File: config.mk
export PLATFORM = sky130hd
export DESIGN_NAME = uart_tx_buffered_flat
export DESIGN_NICKNAME = d
export VERILOG_FILES = /design/src/rtl/uart_pkg.sv /design/src/rtl/uart_tx_buffered_if.sv /design/src/rtl/uart_tx_fifo.sv /design/src/rtl/uart_tx_buffered.sv /design/src/flat_wrapper.sv
export SDC_FILE = /design/constraint.sdc
export NUM_CORES = 1
export LEC_CHECK = 0
export BUFFER_PORTS_ARGS = -buffer_cell sky130_fd_sc_hd__buf_2
export CORE_ASPECT_RATIO = 2
export CORE_UTILIZATION = 35
export CTS_CLUSTER_DIAMETER = 100
export DETAILED_ROUTE_END_ITERATION = 10
export GPL_ROUTABILITY_DRIVEN = 0
export SLEW_MARGIN = 20
export SYNTH_ARGS = -nofsm -noshare
export SYNTH_HDL_FRONTEND = slang
export SYNTH_SLANG_ARGS = --single-unit
File: constraint.sdc
create_clock -name clk -period 4.6 [get_ports clk]
set_input_delay 1.15 -clock clk [delete_from_list [all_inputs] [get_ports clk]]
set_output_delay 1.15 -clock clk [all_outputs]
set_load 0.005 [all_outputs]
File: src/rtl/uart_pkg.sv
// Shared UART definitions: parity encodings, framer states and a frame-length helper.
package uart_pkg;

    localparam int unsigned PARITY_NONE = 0;
    localparam int unsigned PARITY_EVEN = 1;
    localparam int unsigned PARITY_ODD  = 2;

    typedef enum logic [2:0] {
        ST_IDLE   = 3'd0,
        ST_START  = 3'd1,
        ST_DATA   = 3'd2,
        ST_PARITY = 3'd3,
        ST_STOP   = 3'd4
    } tx_state_e;

    // Total clk cycles from start-bit fall to the end of the last stop bit.
    function automatic int unsigned frame_cycles(input int unsigned clks_per_bit,
                                                 input int unsigned data_bits,
                                                 input int unsigned parity,
                                                 input int unsigned stop_bits);
        int unsigned par_bits;
        par_bits = (parity != PARITY_NONE) ? 32'd1 : 32'd0;
        return (32'd1 + data_bits + par_bits + stop_bits) * clks_per_bit;
    endfunction

endpackage

File: src/rtl/uart_tx_buffered_if.sv
// Valid/ready byte channel between a producer core and the buffered UART transmitter.
interface uart_tx_buffered_if #(
    parameter int unsigned DATA_BITS = 8
) ();

    logic                 tx_valid;
    logic                 tx_ready;
    logic [DATA_BITS-1:0] tx_byte;

    modport master (
        output tx_valid,
        output tx_byte,
        input  tx_ready
    );

    modport slave (
        input  tx_valid,
        input  tx_byte,
        output tx_ready
    );

endinterface

File: src/rtl/uart_tx_fifo.sv
// Show-ahead synchronous FIFO holding bytes waiting for the framer.
module uart_tx_fifo #(
    parameter int unsigned WIDTH = 8,
    parameter int unsigned DEPTH = 4
) (
    input  logic                     clk,
    input  logic                     rst,
    input  logic                     push,
    input  logic [WIDTH-1:0]         wr_data,
    input  logic                     pop,
    output logic [WIDTH-1:0]         rd_data,
    output logic                     full,
    output logic                     empty,
    output logic [$clog2(DEPTH):0]   count
);

    localparam int unsigned AW = $clog2(DEPTH);
    localparam int unsigned CW = AW + 1;

    logic [WIDTH-1:0] mem [DEPTH];
    logic [AW-1:0]    wr_ptr;
    logic [AW-1:0]    rd_ptr;
    logic             do_push;
    logic             do_pop;

    assign do_push = push && !full;
    assign do_pop  = pop && !empty;

    always_ff @(posedge clk) begin
        if (do_push) begin
            mem[wr_ptr] <= wr_data;
        end
    end

    always_ff @(posedge clk) begin
        if (rst) begin
            wr_ptr <= '0;
            rd_ptr <= '0;
            count  <= '0;
        end else begin
            if (do_push) begin
                wr_ptr <= wr_ptr + AW'(1);
            end
            if (do_pop) begin
                rd_ptr <= rd_ptr + AW'(1);
            end
            case ({do_push, do_pop})
                2'b10:   count <= count + CW'(1);
                2'b01:   count <= count - CW'(1);
                default: count <= count;
            endcase
        end
    end

    assign rd_data = mem[rd_ptr];
    assign full    = (count == CW'(DEPTH));
    assign empty   = (count == '0);

endmodule

File: src/rtl/uart_tx_buffered.sv
// UART transmitter with a byte FIFO; queued bytes are framed back-to-back with no idle gap.
module uart_tx_buffered
    import uart_pkg::*;
#(
    parameter int unsigned CLKS_PER_BIT = 87,
    parameter int unsigned DATA_BITS    = 8,
    parameter int unsigned PARITY       = 0,
    parameter int unsigned STOP_BITS    = 1,
    parameter int unsigned FIFO_DEPTH   = 4
) (
    input  logic                          clk,
    input  logic                          rst,
    uart_tx_buffered_if.slave             in_if,
    output logic                          tx,
    output logic                          tx_done,
    output logic                          busy,
    output logic [$clog2(FIFO_DEPTH):0]   fifo_count
);

    localparam int unsigned CW = $clog2(CLKS_PER_BIT);
    localparam int unsigned BW = $clog2(DATA_BITS);

    localparam logic [CW-1:0] LAST_CNT  = CW'(CLKS_PER_BIT - 1);
    localparam logic [BW-1:0] LAST_BIT  = BW'(DATA_BITS - 1);
    localparam logic          LAST_STOP = 1'(STOP_BITS - 1);
    localparam logic          HAS_PAR   = 1'(PARITY != PARITY_NONE);
    localparam logic          PAR_INV   = 1'(PARITY == PARITY_ODD);

    tx_state_e            state;
    tx_state_e            state_n;
    logic [CW-1:0]        cnt;
    logic [CW-1:0]        cnt_n;
    logic [BW-1:0]        bit_idx;
    logic [BW-1:0]        bit_n;
    logic                 stop_idx;
    logic                 stop_n;
    logic [DATA_BITS-1:0] shreg;
    logic [DATA_BITS-1:0] shreg_n;
    logic                 par;
    logic                 par_n;
    logic                 tx_n;
    logic                 tx_done_n;
    logic                 busy_n;
    logic                 bit_end;
    logic                 load;

    logic                 fifo_push;
    logic                 fifo_pop;
    logic                 fifo_full;
    logic                 fifo_empty;
    logic [DATA_BITS-1:0] fifo_data;

    assign in_if.tx_ready = !fifo_full && !rst;
    assign fifo_push      = in_if.tx_valid && in_if.tx_ready;
    assign bit_end        = (cnt == LAST_CNT);

    uart_tx_fifo #(
        .WIDTH (DATA_BITS),
        .DEPTH (FIFO_DEPTH)
    ) u_fifo (
        .clk     (clk),
        .rst     (rst),
        .push    (fifo_push),
        .wr_data (in_if.tx_byte),
        .pop     (fifo_pop),
        .rd_data (fifo_data),
        .full    (fifo_full),
        .empty   (fifo_empty),
        .count   (fifo_count)
    );

    // Framer next-state, datapath and next output values.
    always_comb begin
        state_n   = state;
        cnt_n     = cnt;
        bit_n     = bit_idx;
        stop_n    = stop_idx;
        shreg_n   = shreg;
        par_n     = par;
        load      = 1'b0;
        fifo_pop  = 1'b0;
        tx_n      = 1'b1;
        tx_done_n = 1'b0;
        busy_n    = 1'b0;

        if (state != ST_IDLE) begin
            cnt_n = bit_end ? '0 : cnt + CW'(1);
        end

        case (state)
            ST_IDLE: begin
                cnt_n = '0;
                load  = !fifo_empty;
            end
            ST_START: begin
                if (bit_end) begin
                    state_n = ST_DATA;
                    bit_n   = '0;
                end
            end
            ST_DATA: begin
                if (bit_end) begin
                    par_n   = par ^ shreg[0];
                    shreg_n = shreg >> 1;
                    if (bit_idx == LAST_BIT) begin
                        state_n = HAS_PAR ? ST_PARITY : ST_STOP;
                        stop_n  = 1'b0;
                    end else begin
                        bit_n = bit_idx + BW'(1);
                    end
                end
            end
            ST_PARITY: begin
                if (bit_end) begin
                    state_n = ST_STOP;
                    stop_n  = 1'b0;
                end
            end
            ST_STOP: begin
                if (bit_end) begin
                    if (stop_idx == LAST_STOP) begin
                        state_n = ST_IDLE;
                        load    = !fifo_empty;
                    end else begin
                        stop_n = 1'b1;
                    end
                end
            end
            default: state_n = ST_IDLE;
        endcase

        // Pop and start a new frame from IDLE or straight out of the last stop bit.
        if (load) begin
            fifo_pop = 1'b1;
            shreg_n  = fifo_data;
            par_n    = 1'b0;
            cnt_n    = '0;
            state_n  = ST_START;
        end

        case (state_n)
            ST_START:  tx_n = 1'b0;
            ST_DATA:   tx_n = shreg_n[0];
            ST_PARITY: tx_n = par_n ^ PAR_INV;
            default:   tx_n = 1'b1;
        endcase

        tx_done_n = (state_n == ST_STOP) && (cnt_n == LAST_CNT) && (stop_n == LAST_STOP);
        busy_n    = (state_n != ST_IDLE);
    end

    always_ff @(posedge clk) begin
        if (rst) begin
            state    <= ST_IDLE;
            cnt      <= '0;
            bit_idx  <= '0;
            stop_idx <= 1'b0;
            shreg    <= '0;
            par      <= 1'b0;
            tx       <= 1'b1;
            tx_done  <= 1'b0;
            busy     <= 1'b0;
        end else begin
            state    <= state_n;
            cnt      <= cnt_n;
            bit_idx  <= bit_n;
            stop_idx <= stop_n;
            shreg    <= shreg_n;
            par      <= par_n;
            tx       <= tx_n;
            tx_done  <= tx_done_n;
            busy     <= busy_n;
        end
    end

endmodule

File: src/flat_wrapper.sv
// flat-port wrapper written by rule: the top's interface ports become plain ports
module uart_tx_buffered_flat import uart_pkg::*;
#(
    parameter int unsigned CLKS_PER_BIT = 87,
    parameter int unsigned DATA_BITS    = 8,
    parameter int unsigned PARITY       = 0,
    parameter int unsigned STOP_BITS    = 1,
    parameter int unsigned FIFO_DEPTH   = 4
)
  (clk, rst, tx, tx_done, busy, fifo_count, in_if_tx_valid, in_if_tx_byte, in_if_tx_ready);
  uart_tx_buffered_if #(.DATA_BITS(DATA_BITS)) in_if_i ();
  input  logic clk;
  input  logic rst;
  output logic tx;
  output logic tx_done;
  output logic busy;
  output logic [$clog2(FIFO_DEPTH):0] fifo_count;
  input wire logic [$bits(in_if_i.tx_valid)-1:0] in_if_tx_valid;
  input wire logic [$bits(in_if_i.tx_byte)-1:0] in_if_tx_byte;
  output wire logic [$bits(in_if_i.tx_ready)-1:0] in_if_tx_ready;
  assign in_if_i.tx_valid = in_if_tx_valid;
  assign in_if_i.tx_byte = in_if_tx_byte;
  assign in_if_tx_ready = in_if_i.tx_ready;
  uart_tx_buffered #(.CLKS_PER_BIT(CLKS_PER_BIT), .DATA_BITS(DATA_BITS), .PARITY(PARITY), .STOP_BITS(STOP_BITS), .FIFO_DEPTH(FIFO_DEPTH)) u_core (.clk(clk), .rst(rst), .in_if(in_if_i), .tx(tx), .tx_done(tx_done), .busy(busy), .fifo_count(fifo_count));
endmodule
==> results of run 1 <==
[layout make-up]
cell class / count / share of cell area
tap: 98 / 0.0356
timing repair buffer: 17 / 0.0247
sequential: 67 / 0.483
clock inverter: 7 / 0.0233
multi-input combinational: 151 / 0.357
inverter: 10 / 0.0109
clock buffer: 9 / 0.0655
[logic make-up after synthesis]
logic type      after synthesis  synth area share
simple gates                 76             0.153
flops                        67             0.555
compound gates               42             0.107
buf+inv                      22            0.0339
mux                          14            0.0803
fa+ha+maj                    10            0.0443
xor+xnor                      9            0.0263
[cell usage after synthesis (3+ instances only)]
cell / count / area, um^2
sky130_fd_sc_hd__clkbuf_1: 5 / 18.8
sky130_fd_sc_hd__nand2b_1: 5 / 31.3
sky130_fd_sc_hd__mux4_2: 8 / 180
sky130_fd_sc_hd__nor3_1: 12 / 60.1
sky130_fd_sc_hd__nor3b_1: 3 / 22.5
sky130_fd_sc_hd__nand2_1: 6 / 22.5
sky130_fd_sc_hd__mux2i_1: 6 / 60.1
sky130_fd_sc_hd__ha_1: 9 / 113
sky130_fd_sc_hd__a211oi_1: 7 / 52.6
sky130_fd_sc_hd__a311oi_1: 3 / 26.3
sky130_fd_sc_hd__xor2_1: 5 / 43.8
sky130_fd_sc_hd__xnor2_1: 4 / 35.0
sky130_fd_sc_hd__nand3_1: 7 / 35.0
sky130_fd_sc_hd__dfxtp_1: 35 / 701
sky130_fd_sc_hd__nor2_1: 19 / 71.3
sky130_fd_sc_hd__inv_1: 9 / 33.8
sky130_fd_sc_hd__nor2b_1: 4 / 25.0
sky130_fd_sc_hd__buf_2: 3 / 15.0
sky130_fd_sc_hd__a21oi_1: 12 / 60.1
sky130_fd_sc_hd__edfxtp_1: 32 / 961
sky130_fd_sc_hd__or3_1: 3 / 18.8
sky130_fd_sc_hd__and2_1: 4 / 25.0
[sequential cells by signal, summed over array words and instances (netlist names), named ones only]
register and flops:
u_core.stop_idx 1, u_core.shreg 8, u_core.tx 1, u_core.par 1, u_core.u_fifo.mem 32, u_core.state 3
u_core.u_fifo.count 3, u_core.u_fifo.rd_ptr 2, u_core.u_fifo.wr_ptr 2, u_core.busy 1, u_core.cnt 7, u_core.bit_idx 3
u_core.tx_done 1
[worst max path at each step]
stage                        from                     end  slack, ns
finish              u_core.cnt[1]  u_core.u_fifo.count[2]       1.61
global route        u_core.cnt[1]  u_core.u_fifo.count[2]       1.30
detailed placement            rst  u_core.u_fifo.count[2]       1.46
global placement              rst  u_core.u_fifo.count[2]       1.51
floorplan                     rst          in_if_tx_ready       1.68
CTS                           rst          in_if_tx_ready       1.62
[metal layers]
layer  up-vias  share of wire  global-route usage
met3        13          0.031              0.0474
met4         0          0.034              0.0851
met2        31           0.55               0.239
met5         -              0                   0
met1       944           0.39               0.152
li1        928              -                   -
[placed cells by master, fill, tap and decap left out, drive strengths merged, types with 3 or more instances in the layout]
master | netlist | layout
ha | 9 | 9
nand2b | 5 | 5
nand2 | 6 | 6
o31ai | 3 | 3
nor3 | 13 | 13
inv | 10 | 14
a21oi | 12 | 12
nor2 | 19 | 19
and2 | 4 | 4
or3 | 3 | 3
xor2 | 5 | 5
buf | 7 | 17
clkbuf | 5 | 9
nand3 | 7 | 7
a311oi | 3 | 3
o21ai | 4 | 4
mux4 | 8 | 8
mux2i | 6 | 6
edfxtp | 32 | 32
nor2b | 4 | 4
nor3b | 5 | 5
xnor2 | 4 | 4
dfxtp | 35 | 35
a211oi | 8 | 8
[critical path: stages (launching register included)]
cell and delay (ns):
sky130_fd_sc_hd__dfxtp_1 0.42, sky130_fd_sc_hd__ha_1 0.24, sky130_fd_sc_hd__nand4b_4 0.24, sky130_fd_sc_hd__o31ai_2 0.36
sky130_fd_sc_hd__nand2_1 0.32, sky130_fd_sc_hd__inv_2 0.15, sky130_fd_sc_hd__ha_1 0.19, sky130_fd_sc_hd__inv_1 0.06
sky130_fd_sc_hd__fa_1 0.37, sky130_fd_sc_hd__xor2_1 0.15, sky130_fd_sc_hd__or3_1 0.30, sky130_fd_sc_hd__a21oi_1 0.13
[per-stage QoR]
stage          area (um^2)  cells
3_3_place_gp          3140    343
3_5_place_dp          3140    343
4_1_cts               3440    359
6_report              3440    359
5_1_grt               3440    359
2_1_floorplan         2990    240
[where the power goes]
group	internal (W)	leakage (nW)	switching [W]
combinational	0.000132	0.501	0.000157
sequential	0.000694	0.576	0.0000611
clock	0.000427	0.143	0.000268
==> run summary, run 1 <==
====================================================================================
Run status ............................................................ complete, no violations
CP Launch Type ........................................................     register
Critical path data arrival time .......................................      3.25 ns
Count of standard-cell rows ...........................................           47
Syn avg cell area .....................................................    12.5 um^2
Routed WL .............................................................      5470 um
Final Net Count .......................................................          277
Final worst path period need ..........................................      2.99 ns
Number of antenna repair diodes .......................................            0
Port-buffer cells .....................................................           17
Hold Path Stages ......................................................            2
Placement-stage worst setup slack .....................................      1.46 ns
Fraction of the cycle the final worst path needs ......................        0.650
Post-route setup slack ................................................      1.61 ns
Endpoint type of the worst setup path .................................     register
Post-DR wirelength/cell ...............................................      15.2 um
Count of unresolved DRC violations after routing ......................            0
Initial cell density of the core ......................................        0.361
Worst-skew pair later-pin latency .....................................      0.33 ns
Number of slew-limit violations in the final report ...................            0
Area of combinational cells with multiple inputs ...................... 0.00123 mm^2
Antenna violations before repair ......................................            0
Clk pin slew, worst setup/hold paths ..................................      0.06 ns
Average via count per standard cell ...................................         5.34
Count of maximum capacitance violations ...............................            0
First-pass GRT wire length ............................................      9200 um
Max_slew headroom .....................................................        0.579
DRT antenna net count .................................................            0
Synth Cell Area ....................................................... 0.00299 mm^2
R2r endpoint .......................................................... u_core.u_fifo.count[2]
Final Setup Violations ................................................            0
Peak ir drop on the vdd network .......................................     0.303 mV
Mapped Cells ..........................................................          240
Area growth from synthesis to layout ..................................        15.0%
Sequential cell area .................................................. 0.00166 mm^2
Maximum number of buffers from clock root to sink .....................            2
Setup Buffers After CTS ...............................................            0
Transition time of the tightest slew-check pin ........................     0.632 ns
Die height ............................................................       133 um
Library cells used by synthesis .......................................           54
Fillcell total ........................................................          789
Count of synthesis-stage warnings from yosys ..........................            0
Global route total overflow ...........................................            0
Worst reg-to-reg setup slack ..........................................      1.61 ns
Share of flip-flops with an asynchronous set or reset after synthesis .            0
Root Buffer Master .................................................... sky130_fd_sc_hd__clkbuf_16
Kind of critical path ................................................. register to register
Endpoint with the worst hold slack .................................... u_core.bit_idx[1]
Flop and latch count out of synthesis .................................           67
Total nets after synthesis ............................................          261
H-tree level count ....................................................            3
Power after layout ....................................................    0.00174 W
Leakage power .........................................................      1.22 nW
Drt first pass iters ..................................................            4
Crit Reg-Reg Startpoint ............................................... u_core.cnt[1]
Global-route usage over all layers ....................................        0.144
Worst Hold Launch ..................................................... u_core.bit_idx[1]
Clock tree from TritonCTS .............................................          yes
Hold Slack ............................................................     0.475 ns
Top fanout value on the critical path .................................           12
Final count of hold timing violations .................................            0
Setup tns final .......................................................         0 ns
Total clock sinks .....................................................           67
Clock buffer count from CTS ...........................................            9
Hold buffers post-CTS .................................................            0
Post-cts repair resize count ..........................................            0
Power density normalized to cell area .................................  505 mW/mm^2
Overall via count from detail_route ...................................        1,916
Setup repair after global routing missed its margin ...................        false
Vias in the first global route ........................................        1,917
Path class of the lowest-slack min-delay path ......................... register to register
Post-DP HPWL ..........................................................      3920 um
Largest clock skew in the final design ................................   0.00703 ns
Die Area .............................................................. 0.00894 mm^2
Number of flops mapped to enable cells by yosys .......................           32
Maximum operating frequency ...........................................      334 MHz
Proportion of synthesized chip area in sequential cells ...............        0.555
Core Area ............................................................. 0.00829 mm^2
Register-to-Register Path Depth .......................................           11
Crit path required time ...............................................      4.86 ns
Synth Flop Type ....................................................... sky130_fd_sc_hd__dfxtp_1
Number of top-level design ports ......................................           18
Drt first-iter violations .............................................           66
Die Span X ............................................................      67.4 um
Core Util, Final ......................................................        0.415
Largest net degree at the start of global routing .....................           31
Share of post-route cells with drive strength above 1 .................        0.195
====================================================================================
(Power assumes the default switching activity.)
==> run 2: changes to the inputs <==
--- a/config.mk
+++ b/config.mk
@@ -5,6 +5,7 @@
 export SDC_FILE = /design/constraint.sdc
 export NUM_CORES = 1
 export LEC_CHECK = 0
+export ABC_AREA = 1
 export BUFFER_PORTS_ARGS = -buffer_cell sky130_fd_sc_hd__buf_2
 export CORE_ASPECT_RATIO = 2
 export CORE_UTILIZATION = 35
==> constraint.sdc (replaced) <==
create_clock -name clk -period 2.8 [get_ports clk]
set_input_delay 0.7 -clock clk [delete_from_list [all_inputs] [get_ports clk]]
set_output_delay 0.7 -clock clk [all_outputs]
set_load 0.005 [all_outputs]
==> run 2 against run 1 <==
Effect of this change:
- non-clock buffer count rose by 7
- setup slack got worse by 1.2 ns
- fmax up 24%
- die area increased by 1.2%
- clock-buffer cell count unchanged
- via count grew 19%
- power is 84% higher
- routed wire length grew 9.4%
- clock power is 70% higher
- hold slack got worse by 0.021 ns
- critical path type unchanged
- largest cell class unchanged
- largest power group unchanged
==> run summary, run 2 <==
====================================================================================
Sequential Power Share ................................................        0.386   -0.048
Synth Cell Area ....................................................... 0.00303 mm^2   +1.2%
Die Area .............................................................. 0.00905 mm^2   +1.2%
Total nets after synthesis ............................................          363   +39%
Worst Hold Launch ..................................................... u_core.u_fifo.rd_ptr[1]
DRT antenna net count .................................................            0   unchanged
Max_slew headroom .....................................................        0.682   +0.103
Synth top cells by count .............................................. sky130_fd_sc_hd__nor2_1, sky130_fd_sc_hd__nand2_1, sky130_fd_sc_hd__dfxtp_1, sky130_fd_sc_hd__inv_1, sky130_fd_sc_hd__edfxtp_1
Path class of the lowest-slack min-delay path ......................... register to register
Initial cell density of the core ......................................        0.363   +0.00180
Vias in the first global route ........................................        2,261   +18%
Share of power burned in combinational logic ..........................        0.245   +0.079
Area growth from synthesis to layout ..................................        17.5%
Dominant combinational cell family by area after synthesis ............ simple AND/OR/NAND/NOR gates
Post-cts repair resize count ..........................................            0   unchanged
Filler-free cell count of the finished design .........................          473   +32%
Maximum number of buffers from clock root to sink .....................            2   unchanged
First-pass GRT wire length ............................................      9810 um   +6.6%
Register-to-Register Path Depth .......................................           13   +2
Switching share of power ..............................................        0.312   +0.0327
Peak ir drop on the vdd network .......................................     0.530 mV   +75%
Power share of the clock group ........................................        0.370   -0.029
Crit Reg-Reg Startpoint ............................................... u_core.cnt[0]
Count of standard-cell rows ...........................................           47   unchanged
Post-DR wirelength/cell ...............................................      12.6 um   -17%
Final Net Count .......................................................          391   +41%
Port-buffer cells .....................................................           17   unchanged
Top library cells by usage in the layout, fill and taps aside ......... sky130_fd_sc_hd__nor2_1, sky130_fd_sc_hd__nand2_1, sky130_fd_sc_hd__dfxtp_1
Power density normalized to cell area .................................  901 mW/mm^2   +78%
Max reg flops .........................................................           32   unchanged
Compound-gate portion of the synthesized area .........................        0.102   -0.00500
Antenna violations before repair ......................................            0   unchanged
Post-DP HPWL ..........................................................      4470 um   +14%
Count of unresolved DRC violations after routing ......................            0   unchanged
Synth Flop Type ....................................................... sky130_fd_sc_hd__dfxtp_1
Drt first-iter violations .............................................           76   +15%
Worst reg-to-reg setup slack ..........................................      0.39 ns   -1.21 ns
Largest clock skew in the final design ................................   0.00463 ns   -0.00240 ns
Clock tree from TritonCTS .............................................          yes
Clock buffer count from CTS ...........................................            9   unchanged
Maximum operating frequency ...........................................      416 MHz   +24%
Average via count per standard cell ...................................         4.81   -9.8%
Registers with the most flip-flops .................................... u_core.u_fifo.mem x32, u_core.shreg x8, u_core.cnt x7
Largest net degree at the start of global routing .....................           18   -42%
Setup Buffers After CTS ...............................................            0   unchanged
Critical path data arrival time .......................................      2.62 ns   -0.63 ns
Final Setup Violations ................................................            0   unchanged
Post-Synth Adder-Cell Area ............................................       0.0438   -0.000531
Die height ............................................................       134 um   +0.60%
Number of antenna repair diodes .......................................            0   unchanged
Setup repair after global routing missed its margin ...................        false
Global-route usage over all layers ....................................        0.152   +0.00774
Final worst path period need ..........................................      2.41 ns   -0.585 ns
Simple-gate share of the synthesized area .............................        0.236   +0.0833
Hold Path Stages ......................................................            2   unchanged
Global route total overflow ...........................................            0   unchanged
Top cell type's share of synthesized area .............................        0.317   -0.00385
Largest cells by area after synthesis ................................. sky130_fd_sc_hd__edfxtp_1, sky130_fd_sc_hd__dfxtp_1, sky130_fd_sc_hd__nor2_1
Syn avg cell area .....................................................    8.85 um^2   -29%
Share of post-route cells with drive strength above 1 .................        0.165   -0.0301
Count of maximum capacitance violations ...............................            0   unchanged
Most frequent cell after synthesis .................................... sky130_fd_sc_hd__nor2_1
Die Span X ............................................................      67.8 um   +0.59%
Leakage power .........................................................      1.44 nW   +18%
Area leader, netlist .................................................. sky130_fd_sc_hd__edfxtp_1
Final count of hold timing violations .................................            0   unchanged
Clk pin slew, worst setup/hold paths ..................................      0.06 ns   about the same
Library cells used by synthesis .......................................           32   -41%
Number of slew-limit violations in the final report ...................            0   unchanged
Run status ............................................................ complete, no violations
Overall via count from detail_route ...................................        2,277   +19%
Fraction of synthesized area in multiplexers ..........................            0   -0.0803
Routed WL .............................................................      5980 um   +9.4%
Flop and latch count out of synthesis .................................           67   unchanged
Number of flops mapped to enable cells by yosys .......................           32   unchanged
Crit path required time ...............................................      3.02 ns   -1.84 ns
Commonest non-fill, non-tap cell in the layout ........................ sky130_fd_sc_hd__nor2_1
Top fanout value on the critical path .................................           14   +2
Endpoint type of the worst setup path .................................     register
Transition time of the tightest slew-check pin ........................     0.477 ns   -0.154 ns
Kind of critical path ................................................. register to register
CP Launch Type ........................................................     register
Register bank with the most flops ..................................... u_core.u_fifo.mem
Internal power ........................................................    0.00220 W   +76%
Proportion of synthesized chip area in sequential cells ...............        0.549   -0.00666
Mapped Cells ..........................................................          342   +43%
Share of flip-flops with an asynchronous set or reset after synthesis .            0   unchanged
Fraction of the cycle the final worst path needs ......................        0.860   +0.209
Number of top-level design ports ......................................           18   unchanged
Total clock sinks .....................................................           67   unchanged
Worst-skew pair later-pin latency .....................................      0.33 ns   about the same
H-tree level count ....................................................            3   unchanged
Core Area ............................................................. 0.00835 mm^2   +0.71%
Psw ...................................................................    0.00100 W   +110%
Root Buffer Master .................................................... sky130_fd_sc_hd__clkbuf_16
Xor/xnor share of the synthesized area ................................      0.00579   -0.0206
Hold buffers post-CTS .................................................            0   unchanged
Total placed cells including tap cells ................................          457   +33%
R2r endpoint .......................................................... u_core.u_fifo.count[2]
Setup tns final .......................................................         0 ns   unchanged
Hold Slack ............................................................     0.455 ns   -0.0207 ns
Count of synthesis-stage warnings from yosys ..........................            0   unchanged
Drt first pass iters ..................................................            4   unchanged
====================================================================================
-- run 2: cell types whose count changed after synthesis, sizes merged, moves of 6 or more --
cell | previous run | this run
mux2i | 6 | 0
inv | 10 | 37
o22ai | 0 | 7
o21ai | 4 | 32
nand3 | 7 | 24
nor3 | 13 | 3
a211oi | 8 | 0
nor2 | 19 | 66
mux4 | 8 | 0
nand2 | 6 | 66
-- run 2: final cells by class --
class / instances / area [um^2]
inverter: 38 / 144
timing repair buffer: 24 / 138
tap: 98 / 123
clock buffer: 9 / 225
clock inverter: 7 / 92.6
fill: 820 / 4790
multi-input combinational: 230 / 1170
sequential: 67 / 1660
-- run 2: worst max-delay path: stages, from the launching register on --
cell	delay, ns
sky130_fd_sc_hd__dfxtp_1	0.34
sky130_fd_sc_hd__inv_1	0.10
sky130_fd_sc_hd__ha_1	0.20
sky130_fd_sc_hd__nand3_2	0.10
sky130_fd_sc_hd__nor2_4	0.10
sky130_fd_sc_hd__nand3_2	0.09
sky130_fd_sc_hd__nand2_2	0.23
sky130_fd_sc_hd__ha_1	0.19
sky130_fd_sc_hd__inv_1	0.06
sky130_fd_sc_hd__fa_1	0.39
sky130_fd_sc_hd__a21oi_1	0.15
sky130_fd_sc_hd__o21ai_0	0.11
sky130_fd_sc_hd__o21ai_0	0.15
sky130_fd_sc_hd__a21oi_1	0.06
-- run 2: cells by family (layout without fill, tap and decap cells) --
kind of cell / Yosys count / in the layout
adders and majority gates: 10 / 10
DFF: 67 / 67
xor gates and xnor gates: 2 / 2
and+or+nand+nor: 161 / 161
AOI/OAI and AO/OA: 57 / 57
buffers and inverters: 45 / 78
-- run 2: metrics by stage --
stage                util  setup WS (ns)  power [W]  cell area, um^2
floorplan               -          0.556    0.00186             3030
global placement    0.388          0.474    0.00204             3240
detailed placement  0.388          0.404    0.00205             3240
CTS                 0.426          0.389    0.00324             3560
global route        0.426          0.140    0.00342             3560
finish              0.426          0.393    0.00320             3560
-- run 2: layer usage --
| metal | wire length [um] | vias up | GRT usage |
|---|---|---|---|
| met3 | 175 | 17 | 0.0454 |
| li1 | - | 1180 | - |
| met2 | 3420 | 48 | 0.279 |
| met1 | 2140 | 1032 | 0.132 |
| met5 | 0 | - | 0 |
| met4 | 242 | 0 | 0.0984 |
-- run 2: worst max path at each step --
stage                     slack, ns           from                      to
after floorplan                0.56  u_core.cnt[0]  u_core.u_fifo.count[2]
after global placement         0.47  u_core.cnt[0]  u_core.u_fifo.count[2]
after detailed placement       0.40  u_core.cnt[0]  u_core.u_fifo.count[2]
after CTS                      0.39  u_core.cnt[0]  u_core.u_fifo.count[2]
after global routing           0.14  u_core.cnt[0]  u_core.u_fifo.count[2]
final                          0.39  u_core.cnt[0]  u_core.u_fifo.count[2]
-- run 2: power by group through the flow --
stage | logic (W) | registers [W] | clock network (W)
4_1_cts | 0.000795 | 0.00124 | 0.00121
2_1_floorplan | 0.000611 | 0.00124 | 0
3_3_place_gp | 0.000786 | 0.00125 | 0
3_5_place_dp | 0.000794 | 0.00126 | 0
6_report | 0.000784 | 0.00124 | 0.00118
5_1_grt | 0.000911 | 0.00125 | 0.00126
